`config.mk`:
```
export PLATFORM = sky130hd
export DESIGN_NAME = i2c_master_write
export DESIGN_NICKNAME = d
export VERILOG_FILES = /design/src/rtl/i2c_master_write.sv
export SDC_FILE = /design/constraint.sdc
export NUM_CORES = 1
export LEC_CHECK = 0
export CAP_MARGIN = 20
export CELL_PAD_IN_SITES_DETAIL_PLACEMENT = 0
export CELL_PAD_IN_SITES_GLOBAL_PLACEMENT = 2
export CORE_MARGIN = 2
export CORE_UTILIZATION = 25
export CTS_BUF_LIST = sky130_fd_sc_hd__clkbuf_4 sky130_fd_sc_hd__clkbuf_8
export DETAILED_ROUTE_END_ITERATION = 10
export MAX_ROUTING_LAYER = met4
export PLACE_DENSITY_LB_ADDON = 0.1
export SYNTH_ARGS = -nofsm -noshare
export SYNTH_HDL_FRONTEND = slang
export SYNTH_SLANG_ARGS = --single-unit
```
`constraint.sdc`:
```
create_clock -name clk -period 2.65 [get_ports clk]
set_input_delay 0.53 -clock clk [delete_from_list [all_inputs] [get_ports clk]]
set_output_delay 0.53 -clock clk [all_outputs]
set_load 0.05 [all_outputs]
```
`src/rtl/i2c_master_write.sv`:
```
// I2C master, write-only: START, {addr,W}, ACK, reg byte, ACK, data byte, ACK, STOP.
// Each bit period is four phases of CLK_DIV clocks. SCL is low in P0/P1 and high in P2/P3.
// SDA is updated at the start of P0, and the slave's ACK is sampled on the first cycle of P3.
// Ports:
//   clk, reset           system clock; synchronous active-low reset
//   start_i              one-cycle request; captures slave_addr_i/reg_addr_i/data_i
//   SDA_i                sampled bus SDA level (ACK detection)
//   SCL_o                SCL drive level
//   SDA_o, SDA_oe_o      SDA drive value and enable (0 = released)
//   busy_o               transaction in progress
//   done_o, ack_err_o    end-of-transaction pulse; NACK flag held until the next start
module i2c_master_write #(
  parameter int unsigned CLK_DIV   = 4,
  parameter int unsigned MSB_FIRST = 1
) (
  input  logic       clk,
  input  logic       reset,
  input  logic       start_i,
  input  logic [6:0] slave_addr_i,
  input  logic [7:0] reg_addr_i,
  input  logic [7:0] data_i,
  input  logic       SDA_i,
  output logic       SCL_o,
  output logic       SDA_o,
  output logic       SDA_oe_o,
  output logic       busy_o,
  output logic       done_o,
  output logic       ack_err_o
);

  typedef enum logic [3:0] {
    StIdle, StStart, StAddr, StAckA, StReg, StAckR, StData, StAckD, StStop
  } state_e;

  localparam logic [7:0] QLast = 8'(CLK_DIV - 1);

  state_e     state_q, state_d;
  logic [7:0] qcnt_q, qcnt_d;
  logic [1:0] phase_q, phase_d;
  logic [2:0] bit_q, bit_d;
  logic [6:0] addr_q, addr_d;
  logic [7:0] reg_q, reg_d;
  logic [7:0] data_q, data_d;
  logic       nack_q, nack_d;
  logic       err_q, err_d;
  logic       done_q, done_d;
  logic       ack_err_q, ack_err_d;

  logic [7:0] cur_byte;
  logic [2:0] bit_idx;
  logic       is_ack;

  assign bit_idx = (MSB_FIRST != 0) ? (3'd7 - bit_q) : bit_q;
  assign is_ack  = (state_q == StAckA) || (state_q == StAckR) || (state_q == StAckD);

  always_comb begin
    cur_byte = 8'h00;
    case (state_q)
      StAddr:  cur_byte = {addr_q, 1'b0};
      StReg:   cur_byte = reg_q;
      StData:  cur_byte = data_q;
      default: cur_byte = 8'h00;
    endcase
  end

  // Next-state logic
  always_comb begin
    state_d   = state_q;
    qcnt_d    = qcnt_q + 8'd1;
    phase_d   = phase_q;
    bit_d     = bit_q;
    addr_d    = addr_q;
    reg_d     = reg_q;
    data_d    = data_q;
    nack_d    = nack_q;
    err_d     = err_q;
    done_d    = 1'b0;
    ack_err_d = ack_err_q;

    if (state_q == StIdle) begin
      qcnt_d  = 8'd0;
      phase_d = 2'd0;
      bit_d   = 3'd0;
      if (start_i) begin
        addr_d    = slave_addr_i;
        reg_d     = reg_addr_i;
        data_d    = data_i;
        err_d     = 1'b0;
        ack_err_d = 1'b0;
        state_d   = StStart;
      end
    end else begin
      if (is_ack && phase_q == 2'd3 && qcnt_q == 8'd0) begin
        nack_d = SDA_i;
      end
      if (qcnt_q == QLast) begin
        qcnt_d  = 8'd0;
        phase_d = phase_q + 2'd1;
        if (phase_q == 2'd3) begin
          bit_d = 3'd0;
          unique case (state_q)
            StStart: state_d = StAddr;
            StAddr, StReg, StData: begin
              if (bit_q == 3'd7) begin
                state_d = (state_q == StAddr) ? StAckA :
                          (state_q == StReg)  ? StAckR : StAckD;
              end else begin
                bit_d = bit_q + 3'd1;
              end
            end
            StAckA, StAckR, StAckD: begin
              if (nack_q) begin
                err_d   = 1'b1;
                state_d = StStop;
              end else begin
                state_d = (state_q == StAckA) ? StReg :
                          (state_q == StAckR) ? StData : StStop;
              end
            end
            StStop: begin
              state_d   = StIdle;
              done_d    = 1'b1;
              ack_err_d = err_q;
            end
            default: state_d = StIdle;
          endcase
        end
      end
    end
  end

  // Bus outputs are decoded from state and phase so they follow reset on the same edge
  always_comb begin
    SCL_o    = 1'b1;
    SDA_o    = 1'b1;
    SDA_oe_o = 1'b0;
    case (state_q)
      StStart: begin
        SDA_oe_o = phase_q[1];
        SDA_o    = ~phase_q[1];
      end
      StAddr, StReg, StData: begin
        SCL_o    = phase_q[1];
        SDA_oe_o = 1'b1;
        SDA_o    = cur_byte[bit_idx];
      end
      StAckA, StAckR, StAckD: begin
        SCL_o = phase_q[1];
      end
      StStop: begin
        // SDA rises while SCL is high in P3: the STOP condition
        SCL_o    = phase_q[1];
        SDA_oe_o = (phase_q != 2'd3);
        SDA_o    = (phase_q == 2'd3);
      end
      default: ;
    endcase
  end

  assign busy_o    = (state_q != StIdle);
  assign done_o    = done_q;
  assign ack_err_o = ack_err_q;

  always_ff @(posedge clk) begin
    if (!reset) begin
      state_q   <= StIdle;
      qcnt_q    <= 8'd0;
      phase_q   <= 2'd0;
      bit_q     <= 3'd0;
      addr_q    <= 7'd0;
      reg_q     <= 8'd0;
      data_q    <= 8'd0;
      nack_q    <= 1'b0;
      err_q     <= 1'b0;
      done_q    <= 1'b0;
      ack_err_q <= 1'b0;
    end else begin
      state_q   <= state_d;
      qcnt_q    <= qcnt_d;
      phase_q   <= phase_d;
      bit_q     <= bit_d;
      addr_q    <= addr_d;
      reg_q     <= reg_d;
      data_q    <= data_d;
      nack_q    <= nack_d;
      err_q     <= err_d;
      done_q    <= done_d;
      ack_err_q <= ack_err_d;
    end
  end

endmodule

```
==> results by group, run 1 <==
Clock network
  • TritonCTS clock tree: built
  • Clock buffer depth: 2
  • CTS Hold Bufs: 0
  • Num Clock Sinks: 44
  • CTS buffer count: 5
  • CTS root buf: clkbuf_8
  • Clock transition at path regs: 0.08 ns
  • Skew-Pair Late Insertion Delay: 0.29 ns
  • H-tree levels: 2

Final layout
  • Filler cells: 898
  • Finished Cell Area: 2730 sq um
  • Nets: 326
  • Fin util: 33.1%
  • Fraction of layout cells with a size suffix above 1: 14.6%
  • Inserted Diodes: 0
  • Area growth from synthesis to layout: 27.3%

Timing
  • Final Hold Viols: 0
  • Period minus WS final: 2.48 ns
  • Skew final: 0.00786 ns
  • Setup TNS: 0 ns
  • Highest achievable clock rate: 403 MHz
  • Final worst path period share: 93.6%
  • Unrepaired setup endpoints after global routing: no
  • Setup violators final: 0
  • Worst-Margin Slew: 0.507 ns
  • Slew HR: 66.1%
  • Max-slew violations: 0

Pwr
  • Total power: 0.00148 W
  • Worst IR drop on VDD: 149 uV
  • P per Cell Area: 541 nW/um^2
  • Leakage: 1.00 nW

Job
  • Max-cap violations: 0

Synthesis
  • Synth top area share: 41.0%
  • Yosys reg bits: 44
  • Mapped cell area: 2150 sq um
  • Top cells by area, synth: dfxtp_1 41%, nand2_1 10%, a21boi_0 8.4%
  • Yosys cell types: 41
  • Register area share after synthesis: 41.0%
  • Syn_nets: 293
  • Cells after Synth: 261
  • Post-Syn Area per Cell: 8.22 sq um
  • Area leader, netlist: dfxtp_1
  • Ys Warns: 0

Floorplan
  • Die area: 9340 sq um
  • Site row count: 33
  • Starting Density: 26.0%
  • Core area: 8260 sq um
  • Ports: 33
  • Die Span Y: 96.6 microns
  • DIE WIDTH: 96.6 microns

Route
  • DRC Markers: 0
  • DR WL/cell: 13.8 microns
  • TritonRoute pass-1 iters: 4
  • Iteration-0 DRC Markers: 69
  • Vias: 1,841
  • DRT Wirelength: 5510 microns
  • Via density: 4.60
  • Post-route ant nets: 0

Placed design
  • Post-DP HPWL: 4150 microns
  • Placed inst area: 2640 sq um
  • Gpl congestion: 0.744
  • Buffers on Ports: 32

Setup path
  • Max FO, Critical Path: 9
  • WP data required: 2.12 ns
  • Startpoint Class: register
  • Crit path capture type: output port
  • Setup CP Type: register to output port
  • Worst EP arrival: 1.95 ns

GRT
  • Largest net degree at the start of global routing: 24
  • Global-route wire length before repair: 9350 microns
  • Tot GR Track Use: 12.5%
  • Vias in the first global route: 1,849
  • Initial antenna violation count: 0
  • Congestion Overflow GR: 0

Worst hold path
  • Hold WC Path Type: register to register

Run status
  • Status: complete, no violations
==> worst paths after layout <==
kind                            slack, ns  startpoint  cells past startpoint    endpoint
worst min register to register       0.46   data_q[3]                      2   data_q[3]
worst max-delay path                 0.17  state_q[2]                      6       SDA_o
worst max register to register       0.66  phase_q[1]                      6  state_q[3]
worst min-delay path                 0.46   data_q[3]                      2   data_q[3]
==> sequential cells by signal, indices dropped and copies added (netlist names) <==
register	cells
bit_q	3
done_o	1
qcnt_q	8
data_q	8
nack_q	1
phase_q	2
reg_q	8
ack_err_o	1
state_q	4
err_q	1
addr_q	7
==> Yosys cell counts, drive strengths merged <==
cell / instances
o21ai: 6
clkbuf: 14
xnor2: 1
or2: 1
o211ai: 1
o21bai: 1
nor4bb: 1
a31o: 2
a21boi: 24
nor4b: 2
nor2: 18
or4: 2
nand4: 3
o22ai: 2
nand4b: 1
mux2i: 2
a221oi: 6
nor2b: 6
xor2: 6
ha: 5
nand2: 58
nand3b: 2
or4bb: 1
and3: 5
a32oi: 1
a22oi: 1
inv: 5
buf: 4
nand3: 14
nor3: 4
nand2b: 1
a21oi: 9
dfxtp: 44
nor4: 2
mux2: 6
==> power by group <==
part	leakage, nW	switching, W	internal (W)
sequential	0.359	0.0000324	0.000702
clock	0.0493	0.000229	0.000209
combinational	0.595	0.000176	0.000131
total	1.00	0.000437	0.00104
==> through the flow <==
step / cells / worst slack [ns] / hold slack (ns)
global route: 400 / 0.00310 / 0.493
CTS: 400 / 0.0157 / 0.468
global placement: 392 / 0.329 / 0.454
detailed placement: 392 / 0.323 / 0.455
finish: 400 / 0.171 / 0.463
floorplan: 261 / 0.118 / 0.440
==> critical path, cell delays in order, from the launching register on <==
cell,delay [ns]
dfxtp_2,0.44
mux2_2,0.36
a221oi_1,0.26
nor4_1,0.08
nor4_1,0.19
o21ai_1,0.15
buf_12,0.17
==> cell usage in the layout, fill, tap and decap left out, types with 5 or more instances in the layout <==
master,count
a21oi_1,8
nor2_1,16
clkdlybuf4s50_1,28
nand2_1,58
and3_1,5
inv_1,5
nor2b_1,5
ha_1,5
nand3_1,13
mux2_2,6
xor2_1,6
dfxtp_1,42
clkbuf_8,5
buf_4,14
a221oi_1,6
a21boi_0,24
==> cell type report <==
type	instances	area, sq um	area share [%]
Clock buffer	7	83.8	3.07
Clock inverter	1	8.76	0.321
Inverter	5	18.8	0.687
Multi-Input combinational cell	194	1180	43.2
Sequential cell	44	883	32.3
Tap cell	105	131	4.81
Timing Repair Buffer	44	425	15.6
==> routing by layer <==
layer	wire, microns	global-route usage, %
met1	2880	17.1
met2	2410	18.8
met3	178	2.82
met4	42	2.93
met5	0	-
==> cell families after synthesis <==
| family | Yosys count | share of synthesized area [%] |
|---|---|---|
| flip-flops | 44 | 41.0 |
| AND/OR/NAND/NOR | 121 | 27.5 |
| adder cells (fa/ha/maj) | 5 | 2.92 |
| XOR/XNOR | 7 | 2.86 |
| multiplexers | 8 | 4.08 |
| AO/OA/AOI/OAI | 53 | 17.4 |
| buffers and inverters | 23 | 4.20 |
==> what timing repair did <==
action / 4_1_cts / 5_1_grt
resized for setup: 1 / 2
setup endpoints to repair: 1 / 1
pin swaps: 0 / 0
buffers inserted: 0 / 0
No activity file was read; power rests on OpenSTA's default activity.
==> inputs of run 2 (changes only) <==
==> config.mk (replaced) <==
export PLATFORM = sky130hd
export DESIGN_NAME = i2c_master_write
export DESIGN_NICKNAME = d
export VERILOG_FILES = /design/src/rtl/i2c_master_write.sv
export SDC_FILE = /design/constraint.sdc
export NUM_CORES = 1
export LEC_CHECK = 0
export CAP_MARGIN = 20
export CORE_MARGIN = 2
export CORE_UTILIZATION = 25
export CTS_BUF_LIST = sky130_fd_sc_hd__clkbuf_4 sky130_fd_sc_hd__clkbuf_8
export DETAILED_ROUTE_END_ITERATION = 10
export MAX_ROUTING_LAYER = met4
export SYNTH_ARGS = -nofsm -noshare
export SYNTH_HDL_FRONTEND = slang
export SYNTH_SLANG_ARGS = --single-unit
==> run 2 against run 1 <==
  * Clock skew is 0.0027 ns higher
  * Clock power is 22% higher
  * Final cell count is 0.75% lower
  * First-iteration DRC count is 25% higher
  * Via count is 0.54% higher
  * Count of clock-buffer cells in the layout is 1 lower
  * Global-route usage is 1.6 points lower
  * Sequential cell count stayed put
  * Cell area is 1.1% higher
  * Register-to-register slack hardly changed
  * Die area stayed put
  * Worst hold slack better by 0.0032 ns
  * Highest routed layer unchanged
==> results by group, run 2 (synthesized netlist as in run 1, its figures left out) <==
Clock network
  • Clock buffer depth: 2
  • Num Clock Sinks: 44
  • CTS buffer count: 5
  • H-tree levels: 2
  • Skew-Pair Late Insertion Delay: 0.29 ns
  • Clock transition at path regs: 0.08 ns
  • CTS root buf: clkbuf_8
  • TritonCTS clock tree: built
  • Postcts setup bufs: 0
  • CTS Hold Bufs: 0
  • CTS resizes: 1

Setup path
  • Worst EP arrival: 1.99 ns
  • Worst path top cell family by delay: simple AND/OR/NAND/NOR gates
  • Biggest cell delay along the critical path: 0.43 ns
  • Startpoint Class: register
  • CP Cell Sequence: nor2_4, o21ai_0, nor4_1, nor4_1, o21ai_1, buf_12
  • R2r startpoint: qcnt_q[0]
  • WP data required: 2.12 ns
  • CP most frequent cell: nor4_1
  • Max FO, Critical Path: 10
  • Setup CP Type: register to output port
  • Worst setup path endpoint: SDA_o
  • Slowest-stage cell, CP: dfxtp_1
  • Crit path capture type: output port
  • FF-to-FF path depth: 6
  • Crit Reg-Reg Endpoint: state_q[3]
  • CP Depth: 6
  • Worst Path Buf+Inv: 1
  • Critical path origin: state_q[3]
  • R2R Setup Slk: 0.66 ns

Route
  • Via density: 4.66
  • Met1 wire length: 2480 microns
  • Vias: 1,851
  • Met2 routed WL: 2140 microns
  • Met3 wire length: 213 microns
  • Top routing layer in use: met4
  • TritonRoute pass-1 iters: 4
  • DR WL/cell: 12.3 microns
  • Post-route ant nets: 0
  • DRT Wirelength: 4880 microns
  • DRC Markers: 0
  • Iteration-0 DRC Markers: 86

Final layout
  • Inserted Diodes: 0
  • Fin util: 33.4%
  • Non-Filler Instances: 397
  • Filler cells: 883
  • Most frequent cells in the layout: 58 x nand2_1, 42 x dfxtp_1, 28 x clkdlybuf4s50_1, 24 x a21boi_0, 16 x nor2_1
  • Fraction of layout cells with a size suffix above 1: 13.7%
  • Top Registers: data_q: 8 flops, qcnt_q: 8 flops, reg_q: 8 flops
  • Nets: 323
  • Leading cell type in the layout, fill and taps excluded: nand2_1
  • Multi-input gate area in the final layout: 1190 sq um
  • Area growth from synthesis to layout: 28.7%
  • Seq. cell area: 883 sq um

Timing
  • Max-slew violations: 0
  • Final worst path period share: 95.1%
  • Final Hold Viols: 0
  • Unrepaired setup endpoints after global routing: no
  • Period minus WS final: 2.52 ns
  • Hold slack: 0.467 ns
  • Setup violators final: 0
  • Skew final: 0.0105 ns
  • Final WS setup: 0.131 ns
  • Highest achievable clock rate: 397 MHz
  • Slew HR: 66.0%
  • Setup TNS: 0 ns
  • Worst-Margin Slew: 0.509 ns

Worst hold path
  • Hold WC Path Type: register to register

Job
  • Max-cap violations: 0

Placed design
  • Post-DP HPWL: 3600 microns
  • Pre-CTS setup slack: 0.220 ns
  • Gpl congestion: 0.845
  • Placed Cells: 389
  • Buffers on Ports: 32

GRT
  • Largest net degree at the start of global routing: 38
  • Vias in the first global route: 1,717
  • Initial antenna violation count: 0
  • Tot GR Track Use: 10.9%
  • Global-route wire length before repair: 8230 microns
  • Congestion Overflow GR: 0

Pwr
  • Flop pwr share: 46.8%
  • Clk network pwr share: 33.9%
  • Leakage: 1.01 nW
  • Combinational power share: 19.3%
  • P per Cell Area: 570 nW/um^2
  • Sw power: 0.000431 W
  • Sw Share: 27.4%
  • Pint: 0.00114 W
  • Worst IR drop on VDD: 205 uV

Floorplan
  • Site row count: 33
  • Die area: 9340 sq um
  • Die Span Y: 96.6 microns
  • Ports: 33
  • Starting Density: 26.0%
  • Core area: 8260 sq um
  • DIE WIDTH: 96.6 microns

Run status
  • Status: complete, no violations
==> run 2: changes by cell type in the layout (fill, tap and decap cells not counted) <==
cell	before	now
buf_4	14	10
nor2b_2	1	0
clkbuf_4	2	0
bufinv_16	0	1
nor2_4	0	1
nor2b_4	0	1
nor2_2	2	1
buf_12	2	3
clkbuf_8	5	6
==> run 2: final cells by class <==
type                    count  area share, %
flip-flops and latches     44           32.0
clock buffers               6           2.99
multi-input cells         194           43.1
inverters                   5          0.680
repair buffers             41           15.0
well taps                 105           4.76
clock inverters             2           1.40
==> run 2: worst reg2reg max path, delay by kind of cell, from the launching register on <==
kind                       cells  cell delay [ns]
and+or+nand+nor                3             0.89
DFF                            1             0.43
adders and majority gates      1             0.35
AOI/OAI and AO/OA              2             0.27
==> run 2: how the worst min path moves through the flow <==
stage                      endpoint  slack [ns]  cells after the start  startpoint
final                     data_q[2]        0.47                      2   data_q[2]
after floorplan           data_q[5]        0.44                      2   data_q[5]
after CTS                 data_q[2]        0.47                      2   data_q[2]
after detailed placement  data_q[2]        0.46                      2   data_q[2]
after global routing      data_q[2]        0.49                      2   data_q[2]
after global placement    data_q[2]        0.46                      2   data_q[2]
==> run 2: metrics by stage <==
stage / cell area, sq um / power (W)
2_1_floorplan: 2150 / 0.000924
3_3_place_gp: 2630 / 0.00105
3_5_place_dp: 2630 / 0.00106
4_1_cts: 2750 / 0.00160
5_1_grt: 2760 / 0.00166
6_report: 2760 / 0.00157
==> run 2: routing by layer <==
layer | GRT usage [%] | vias to the layer above
li1 | - | 963
met1 | 15.1 | 860
met2 | 15.7 | 23
met3 | 3.25 | 5
met4 | 2.60 | 0
met5 | - | -
==> run 2: power groups by stage <==
stage          clock network [W]  registers (W)  logic (W)
3_3_place_gp                   0       0.000750   0.000303
3_5_place_dp                   0       0.000750   0.000305
4_1_cts                 0.000554       0.000735   0.000307
2_1_floorplan                  0       0.000732   0.000192
6_report                0.000534       0.000737   0.000304
5_1_grt                 0.000581       0.000743   0.000338
